`src/rtl/sccb_reg_sequencer.sv`:
```
// SCCB register-table sequencer: walks a {addr, value} table held in an
// external ROM and hands each write to the SCCB master. It waits for the
// master's completion pulse, retries NACKed writes up to MAX_RETRY times and
// treats entries whose address is DELAY_ADDR as a timed pause.
//
// Handshake: data/data_valid are driven from registers and held stable until
// the cycle where data_valid && data_ready are both high at a rising clk edge;
// that edge is the transfer, and data_valid is low from the next cycle on.
// wr_done/wr_err are only looked at while waiting for the completion of an
// accepted write. A start pulse restarts from index 0 and wins over any other
// same-cycle event.
`timescale 1ns/1ps
module sccb_reg_sequencer #(
  parameter int                ADDR_W     = 8,
  parameter int                DATA_W     = 8,
  parameter int                NUM_REGS   = 64,
  parameter logic [ADDR_W-1:0] DELAY_ADDR = 8'hFF,
  parameter int                DELAY_UNIT = 50000,
  parameter int                MAX_RETRY  = 3,
  localparam int               IDX_W      = (NUM_REGS > 1) ? $clog2(NUM_REGS) : 1
) (
  input  logic                     clk,
  input  logic                     reset_n,
  input  logic                     start,
  output logic [IDX_W-1:0]         rom_addr,
  input  logic [ADDR_W+DATA_W-1:0] rom_data,
  output logic [ADDR_W+DATA_W-1:0] data,
  output logic                     data_valid,
  input  logic                     data_ready,
  input  logic                     wr_done,
  input  logic                     wr_err,
  output logic                     busy,
  output logic                     done,
  output logic                     error,
  output logic [IDX_W-1:0]         err_index,
  output logic [3:0]               state_dbg
);

  // Delay counter must hold (2^DATA_W-1)*DELAY_UNIT-1.
  localparam int CNT_RAW = $clog2((2 ** DATA_W - 1) * DELAY_UNIT + 1);
  localparam int CNT_W   = (CNT_RAW > 0) ? CNT_RAW : 1;
  localparam int RTY_RAW = $clog2(MAX_RETRY + 1);
  localparam int RTY_W   = (RTY_RAW > 0) ? RTY_RAW : 1;
  localparam int ENT_W   = ADDR_W + DATA_W;

  typedef enum logic [3:0] {
    S_IDLE    = 4'd0,
    S_FETCH   = 4'd1,
    S_LATCH   = 4'd2,
    S_ISSUE   = 4'd3,
    S_WAIT    = 4'd4,
    S_DELAY   = 4'd5,
    S_ADVANCE = 4'd6,
    S_DONE    = 4'd7,
    S_ERROR   = 4'd8
  } state_t;

  state_t             state_q, state_d;
  logic [IDX_W-1:0]   index_q, index_d;
  logic [RTY_W-1:0]   retry_q, retry_d;
  logic [CNT_W-1:0]   cnt_q, cnt_d;
  logic [ENT_W-1:0]   data_q, data_d;
  logic [IDX_W-1:0]   err_index_q, err_index_d;

  logic [ADDR_W-1:0]  ent_addr;
  logic [DATA_W-1:0]  ent_value;

  assign ent_addr  = rom_data[ENT_W-1:DATA_W];
  assign ent_value = rom_data[DATA_W-1:0];

  // State and datapath registers; everything clears on reset.
  always_ff @(posedge clk or negedge reset_n) begin
    if (!reset_n) begin
      state_q     <= S_IDLE;
      index_q     <= '0;
      retry_q     <= '0;
      cnt_q       <= '0;
      data_q      <= '0;
      err_index_q <= '0;
    end else begin
      state_q     <= state_d;
      index_q     <= index_d;
      retry_q     <= retry_d;
      cnt_q       <= cnt_d;
      data_q      <= data_d;
      err_index_q <= err_index_d;
    end
  end

  // Next-state logic; start is applied last so it overrides every other event.
  always_comb begin
    state_d     = state_q;
    index_d     = index_q;
    retry_d     = retry_q;
    cnt_d       = cnt_q;
    data_d      = data_q;
    err_index_d = err_index_q;
    case (state_q)
      S_IDLE: ;
      S_FETCH: state_d = S_LATCH;
      S_LATCH: begin
        if (ent_addr == DELAY_ADDR) begin
          state_d = S_DELAY;
          // A zero delay still spends exactly one cycle in DELAY.
          if (ent_value == '0) cnt_d = '0;
          else cnt_d = CNT_W'(ent_value) * CNT_W'(DELAY_UNIT) - CNT_W'(1);
        end else begin
          state_d = S_ISSUE;
          data_d  = rom_data;
        end
      end
      S_ISSUE: if (data_ready) state_d = S_WAIT;
      S_WAIT: begin
        if (wr_done) begin
          if (!wr_err) begin
            state_d = S_ADVANCE;
          end else if (retry_q < RTY_W'(MAX_RETRY)) begin
            retry_d = retry_q + RTY_W'(1);
            state_d = S_ISSUE;
          end else begin
            err_index_d = index_q;
            state_d     = S_ERROR;
          end
        end
      end
      S_DELAY: begin
        if (cnt_q == '0) state_d = S_ADVANCE;
        else cnt_d = cnt_q - CNT_W'(1);
      end
      S_ADVANCE: begin
        retry_d = '0;
        if (index_q == IDX_W'(NUM_REGS - 1)) begin
          state_d = S_DONE;
        end else begin
          index_d = index_q + IDX_W'(1);
          state_d = S_FETCH;
        end
      end
      S_DONE, S_ERROR: ;
      default: state_d = S_IDLE;
    endcase
    if (start) begin
      state_d     = S_FETCH;
      index_d     = '0;
      retry_d     = '0;
      cnt_d       = '0;
      err_index_d = '0;
    end
  end

  assign rom_addr   = index_q;
  assign data       = data_q;
  assign data_valid = (state_q == S_ISSUE);
  assign busy       = (state_q != S_IDLE) && (state_q != S_DONE) && (state_q != S_ERROR);
  assign done       = (state_q == S_DONE);
  assign error      = (state_q == S_ERROR);
  assign err_index  = err_index_q;
  assign state_dbg  = state_q;

endmodule

```
`config.mk`:
```
export PLATFORM = sky130hd
export DESIGN_NAME = sccb_reg_sequencer
export DESIGN_NICKNAME = d
export VERILOG_FILES = /design/src/rtl/sccb_reg_sequencer.sv
export SDC_FILE = /design/constraint.sdc
export NUM_CORES = 1
export LEC_CHECK = 0
export ABC_AREA = 1
export BUFFER_PORTS_ARGS = -buffer_cell sky130_fd_sc_hd__buf_2
export CAP_MARGIN = 20
export CELL_PAD_IN_SITES_DETAIL_PLACEMENT = 1
export CELL_PAD_IN_SITES_GLOBAL_PLACEMENT = 2
export CORE_ASPECT_RATIO = 0.9
export CORE_MARGIN = 1.5
export CORE_UTILIZATION = 31
export DETAILED_ROUTE_END_ITERATION = 8
export GPL_TIMING_DRIVEN = 1
export MAX_ROUTING_LAYER = met4
export PLACE_DENSITY_LB_ADDON = 0.25
export SYNTH_ARGS = -nofsm -noshare
export SYNTH_HDL_FRONTEND = slang
export SYNTH_SLANG_ARGS = --single-unit
```
`constraint.sdc`:
```
create_clock -name clk -period 2.1 [get_ports clk]
set_clock_uncertainty 0.2 [all_clocks]
set_input_delay 0.21 -clock clk [delete_from_list [all_inputs] [get_ports clk]]
set_output_delay 0.21 -clock clk [all_outputs]
set_load 0.02 [all_outputs]
```
==> results of run 1 <==
[layer usage]
metal  global-route usage  up-vias  part of all wire
li1                     -     2942                 -
met1                0.276     2867              0.47
met2                0.383       75              0.49
met3               0.0318       22             0.024
met4               0.0637        0             0.017
met5                    -        -                 0
[cell usage after synthesis (2+ instances only)]
cell type / n / area (um^2)
a21oi_1: 34 / 170
a21oi_2: 3 / 26.3
a22oi_1: 2 / 15.0
a31oi_1: 2 / 12.5
and2_1: 3 / 18.8
buf_2: 3 / 15.0
buf_6: 2 / 22.5
clkbuf_1: 7 / 26.3
dfrtp_1: 58 / 1450
fa_1: 12 / 240
ha_1: 60 / 751
inv_1: 110 / 413
inv_2: 3 / 11.3
nand2_1: 186 / 698
nand2_2: 9 / 56.3
nand2_4: 2 / 22.5
nand3_1: 58 / 290
nand3_2: 3 / 30.0
nand3b_1: 6 / 45.0
nand4_1: 9 / 56.3
nor2_1: 65 / 244
nor2_2: 4 / 25.0
nor2_4: 4 / 45.0
nor3_1: 8 / 40.0
nor3_4: 2 / 32.5
nor4_1: 3 / 18.8
o2111ai_1: 2 / 17.5
o21a_1: 2 / 15.0
o21ai_0: 61 / 305
o21ai_1: 8 / 40.0
o21bai_1: 3 / 22.5
o22ai_1: 5 / 31.3
or2_2: 2 / 12.5
xor2_1: 9 / 78.8
[stage by stage]
stage	hold slack [ps]	cell area [um^2]
after detailed placement	51.0	7120
after floorplan	-286	5550
after CTS	84.5	7900
after global placement	47.3	7120
final	82.4	8150
after global routing	105	8150
[what timing repair did]
item / in CTS / in global routing
pin swaps: 34 / 41
hold endpoints to repair: 66 / 0
hold buffers: 9 / 0
setup endpoints to repair: 28 / 38
gates resized for setup: 62 / 47
gates cloned: 1 / 1
setup buffers: 17 / 8
[how the worst max path moves through the flow]
stage | startpoint | to | slack, ps | depth (start not counted)
after detailed placement | rom_data[4] | cnt_q[21] | -1870 | 21
after CTS | rom_data[2] | cnt_q[21] | -1380 | 22
final | rom_data[2] | cnt_q[22] | -1410 | 21
after floorplan | rom_data[4] | cnt_q[23] | -1350 | 22
after global routing | rom_data[2] | cnt_q[21] | -1570 | 21
after global placement | rom_data[4] | cnt_q[22] | -1740 | 21
[cell type report]
cell class | count | area (um^2) | share of cell area
clock inverters | 5 | 77.6 | 0.00952
clock buffers | 11 | 243 | 0.0298
inverters | 114 | 442 | 0.0542
repair buffers | 230 | 1650 | 0.203
multi-input cells | 576 | 3980 | 0.489
repair inverters | 1 | 5.00 | 0.000614
well taps | 235 | 294 | 0.0361
flip-flops and latches | 58 | 1450 | 0.178
[where the power goes]
| group | switching, mW | internal (mW) | leakage (nW) |
|---|---|---|---|
| Clock | 0.566 | 1.07 | 0.156 |
| Sequential | 0.246 | 1.46 | 0.755 |
| Combinational | 3.26 | 2.56 | 3.31 |
| Total | 4.07 | 5.09 | 4.22 |
[registers in the layout, indices dropped and copies added, names as in the netlist]
name / cells
state_dbg: 4
err_index: 6
cnt_q: 24
data: 16
retry_q: 2
rom_addr: 6
[worst min-delay path, delay by kind of cell]
family	cells	cell delay [ps]
AOI/OAI and AO/OA	1	80
buffers and inverters	3	280
[layout by cell type, fill, tap and decap left out, types with 26 or more instances in the layout]
| master | netlist | layout |
|---|---|---|
| nor2_1 | 65 | 53 |
| inv_1 | 110 | 101 |
| a21oi_1 | 34 | 30 |
| buf_4 | 0 | 157 |
| o21ai_0 | 61 | 49 |
| nand2_1 | 186 | 163 |
| buf_2 | 3 | 56 |
| nand2_2 | 9 | 26 |
| dfrtp_1 | 58 | 58 |
| nand3_1 | 58 | 46 |
| ha_1 | 60 | 43 |
[cell families (layout without fill, tap and decap cells)]
family,Yosys count,in the layout,synth area share
simple gates,365,365,0.306
buf+inv,126,361,0.0918
flops,58,58,0.270
xor+xnor,10,10,0.0163
fa+ha+maj,72,72,0.184
compound gates,129,129,0.133
==> results.txt, run 1 <==
unrepaired setup endpoints after global routing - true
synthesized area - 5390 um^2
Least-Margin Pin Slew - 391 ps
DR iter-0 viols - 199
Leakage - 4.22 nW
P&R area growth vs syn - 51.3%
Bufs on Longest Clock Path - 2
Syn Inst Count - 760
CP Cell Sequence - buf_8, ha_4, ha_4, inv_2, fa_1, inv_1, fa_1, ha_4, nand2_4, a21oi_4, nand2_1, nand2_2, inv_2, nor2_4, nand3_4, nor2_4, nand2_2, o21bai_1, nand3_1, nand2_1, nand2_1
Rows - 45
period utilisation layout - 1.67
clock root buffer - clkbuf_16
status - complete, but fails checks
global-route wire length before repair - 31400 um
H-tree levels - 3
Port Buffers - 57
ANT cells - 0
critical path peak fanout - 5
Die Y-Extent - 128 um
clk sinks - 58
CTS Buf Count - 9
crit path max-delay cell type - fa_1
gpl congestion - 0.888
EDFF count, synth - 0
max-slew violations - 0
CP Capture Type - register
critical path type - in -> reg
Fin Setup TNS - -19490 ps
Final Hold Fails - 0
slack of the critical path - -1410 ps
Final setup viols - 28
VDD IR-drop max - 0.490 mV
Ys Warns - 0
CTS clk-pin slew, worst paths - 50 ps
layout cells sized above 1 - 0.365
Total GRT Usage - 0.224
DIE AREA - 18200 um^2
r2r worst-path depth - 13
Worst path top cell family by delay - adder cells
final non-filler cell total - 1230
slowest stage delay, CP - 480 ps
antenna violations before repair - 0
Initial Util - 0.318
part of the Yosys area used for sequential elements - 0.270
Vias/cell - 4.80
Ports - 58
max-cap viol count - 0
Hold Path End - data[2]
largest net degree at the start of global routing - 59
Routed WL - 19200 um
FILL cells - 2108
Post-DRT Antenna Nets - 0
DP HPWL - 14800 um
DRT Pass-1 Iters - 4
post-route minimum period - 3510 ps
HP Class - in -> reg
syn_nets - 854
Hold Crit Depth - 4
fraction of registers with async set or reset after synthesis - 1.00
Cell variety after synth - 44
Core ar. - 16900 um^2
WL per Instance - 15.6 um
FMAX - 285 MHz
GRT Residual Overflow - 0
top_reg_cell synth - dfrtp_1
arrival time at the worst endpoint - 3550 ps
failing checks - negative setup slack
die width - 142 um
Syn Area/Cell - 7.09 um^2
Vias - 5906
Critical Path Source Type - input pin
Clock Latency Late Sink - 340 ps
pre-CTS setup slack - -1870 ps
# nets final - 1084
Placed Instances - 1179
Slew HR - 0.737
Power, Total - 9.16 mW
Worst Hold Launch - rom_data[2]
WP buf/inv - 4
r2r endpoint - cnt_q[23]
Pwr Density - 1120 nW/um^2
CTS tree - built
worst reg-to-reg setup slack - -280 ps
worst r2r src - cnt_q[1]
Crit path required time - 2130 ps
vias in the first global route - 6408
Synth Register Bits - 58
post-route core utilization - 0.481
# DRC - 0
No activity file was read; power rests on OpenSTA's default activity.
==> inputs of run 2 (changes only) <==
- ABC_AREA: 1 -> unset
- CORE_UTILIZATION: 31 -> 33
==> results.txt, run 2 <==
unrepaired setup endpoints after global routing - true
FMAX - 233 MHz (-18%)
part of the Yosys area used for sequential elements - 0.291 (+0.0213)
# nets final - 891 (-18%)
H-tree levels - 3 (unchanged)
critical path peak fanout - 3 (-2)
Comb pwr share - 0.626 (-0.009)
HP Class - in -> reg
post-route core utilization - 0.543 (+0.0623)
P&R area growth vs syn - 60.7%
Leakage - 3.89 nW (-7.9%)
Final setup viols - 28 (unchanged)
Slew HR - 0.629 (-0.108)
most common cell after layout, fill and taps aside - buf_4
Least-Margin Pin Slew - 552 ps (+160 ps)
area leader, netlist - dfrtp_1
Rows - 42 (-6.7%)
launch point of the worst path - rom_data[3]
global-route wire length before repair - 29200 um (-6.8%)
largest family of logic cells by synthesized area - simple AND/OR/NAND/NOR gates
Synth Register Bits - 58 (unchanged)
area taken by multi-input logic gates - 3970 um^2 (-0.47%)
clk sinks - 58 (unchanged)
Post-DRT Antenna Nets - 0 (unchanged)
max reg flops - 24 (unchanged)
Pint - 5.31 mW (+4.4%)
Post-synth top cells - nor2_1 (62), ha_1 (60), dfrtp_1 (58)
max-slew violations - 0 (unchanged)
Port Buffers - 57 (unchanged)
most common cell in the netlist - nor2_1
largest net degree at the start of global routing - 43 (-27%)
Critical Path Source Type - input pin
period utilisation layout - 2.04 (+0.370)
fraction of registers with async set or reset after synthesis - 1.00 (unchanged)
post-route minimum period - 4290 ps (+777 ps)
FILL cells - 1714 (-19%)
Syn Inst Count - 554 (-27%)
layout cells sized above 1 - 0.465 (+0.100)
VDD IR-drop max - 0.758 mV (+55%)
top_reg_cell synth - dfrtp_1
worst r2r src - cnt_q[7]
gpl congestion - 0.827 (-6.9%)
max-cap viol count - 0 (unchanged)
Most flops, register - cnt_q
Flop pwr share - 0.178 (-0.009)
synth top area cells - dfrtp_1 (29%), ha_1 (15%), fa_1 (4.8%)
Vias/cell - 5.14 (+7.0%)
failing checks - negative setup slack
CP Capture Type - register
die width - 133 um (-6.5%)
Worst Hold Launch - rom_data[7]
synthesized area - 4990 um^2 (-7.3%)
Switching Fraction - 0.399 (-0.0449)
DRT Pass-1 Iters - 4 (unchanged)
mux share of post-synthesis cell area - 0.0338 (+0.0338)
Routed WL - 17700 um (-7.7%)
pre-CTS setup slack - -2650 ps (-774 ps)
WL per Instance - 17.7 um (+14%)
ANT cells - 0 (unchanged)
Bufs on Longest Clock Path - 2 (unchanged)
most frequent cells in the layout - buf_4 (163), dfrtp_1 (55), buf_2 (54), nor2_1 (51), ha_1 (46)
Psw - 3.53 mW (-13%)
Clock Latency Late Sink - 340 ps (about the same)
Vias - 5139 (-13%)
critical path type - in -> reg
DP HPWL - 13500 um (-8.8%)
Synth top area share - 0.291 (+0.0213)
Storage cell area - 1460 um^2 (+0.26%)
vias in the first global route - 5728 (-11%)
Clk pwr share - 0.196 (+0.018)
antenna violations before repair - 0 (unchanged)
Ports - 58 (unchanged)
CTS Buf Count - 9 (unchanged)
arrival time at the worst endpoint - 4340 ps (+790 ps)
Syn Area/Cell - 9.01 um^2 (+27%)
syn_nets - 648 (-24%)
Crit path required time - 2150 ps (+20 ps)
DIE AREA - 15900 um^2 (-13%)
slack of the critical path - -2190 ps (-777 ps)
Final Hold Fails - 0 (unchanged)
# DRC - 0 (unchanged)
CTS tree - built
DR iter-0 viols - 161 (-19%)
simple-gate share of the synthesized area - 0.204 (-0.102)
Compound-Gate Fraction of Synth Area - 0.178 (+0.0456)
Initial Util - 0.338 (+0.0202)
status - complete, but fails checks
Cell variety after synth - 68 (+55%)
adder-cell share of the synthesized area - 0.199 (+0.0145)
Total GRT Usage - 0.240 (+0.0162)
GRT Residual Overflow - 0 (unchanged)
EDFF count, synth - 0 (unchanged)
Die Y-Extent - 120 um (-6.5%)
Core ar. - 14800 um^2 (-13%)
Synth Area in XOR/XNOR - 0.0597 (+0.0434)
CTS clk-pin slew, worst paths - 60 ps (about the same)
Ys Warns - 0 (unchanged)
Pwr Density - 1100 nW/um^2 (-1.9%)
clock root buffer - clkbuf_16
## run 2: cell count changes after synthesis, sizes merged, moves of 8 or more
cell,before,now
clkbuf,7,16
inv,114,23
mux2i,0,9
nand2,197,40
nand3,61,7
nor2,73,62
nor3,11,27
nor4,3,11
o21ai,70,45
xnor2,1,16
xor2,9,18
## run 2: cell type report
type,instances,area share
sequential,58,0.181
clock inverter,7,0.0156
timing repair buffer,252,0.239
tap,198,0.0309
inverter,23,0.0108
multi-input combinational,453,0.494
clock buffer,9,0.0281
## run 2: worst max-delay path: stages
cell and delay, ps:
buf_8 100, ha_4 240, fa_1 520, fa_1 470, ha_4 310, ha_4 200
a21o_1 190, a31o_1 230, or3_4 360, a2111oi_4 400, o2111ai_4 200, buf_4 200
nor4_4 210, and3_4 250, nor3_2 40, o31ai_2 210
## run 2: layer usage
metal | share of wire | vias to the layer above | global-route usage | routed length [um]
li1 | - | 2501 | - | -
met1 | 0.46 | 2544 | 0.302 | 8170
met2 | 0.50 | 81 | 0.414 | 8820
met3 | 0.029 | 13 | 0.0304 | 515
met4 | 0.011 | 0 | 0.0556 | 201
met5 | 0 | - | - | 0
## run 2: stage by stage
stage / TNS [ps] / instance area (um^2) / hold WS [ps] / total power, mW / cells
2_1_floorplan: -32440 / 5220 / -286 / 4.14 / 554
3_5_place_dp: -39400 / 6920 / -41.8 / 6.13 / 954
5_1_grt: -35360 / 8020 / 135 / 9.40 / 1000
3_3_place_gp: -37220 / 6920 / -47.8 / 5.98 / 954
4_1_cts: -31700 / 7740 / 93.7 / 8.36 / 992
6_report: -32300 / 8020 / 97.9 / 8.85 / 1000
## run 2: cells by family (layout without fill, tap and decap cells)
group | Yosys count | in the layout
DFF | 58 | 58
xor gates and xnor gates | 34 | 34
adders and majority gates | 72 | 72
buffers and inverters | 43 | 291
muxes | 16 | 16
and+or+nand+nor | 195 | 195
AOI/OAI and AO/OA | 136 | 136
## run 2: worst paths after layout
path / to / slack, ps / cells after the start
worst max-delay path: cnt_q[23] / -2190 / 16
worst min-delay path: data[7] / 100 / 4
worst max register to register: cnt_q[23] / -920 / 9
worst min register to register: data[4] / 270 / 2
max in group asynchronous: rom_addr[1] / 970 / 3
min in group asynchronous: data[9] / 140 / 2
## run 2: what timing repair did
action,CTS,global route
setup endpoints to repair,28,38
hold buffers,9,0
gates resized for setup,68,47
pin swaps,32,26
buffers inserted,15,9
endpoints found under the hold margin,66,0
## run 2: power by group through the flow
stage / registers (mW) / logic (mW) / clock network [mW]
final: 1.58 / 5.53 / 1.74
after global routing: 1.61 / 5.97 / 1.83
after CTS: 1.57 / 5.01 / 1.78
after detailed placement: 1.59 / 4.54 / 0
after global placement: 1.57 / 4.41 / 0
after floorplan: 1.78 / 2.36 / 0
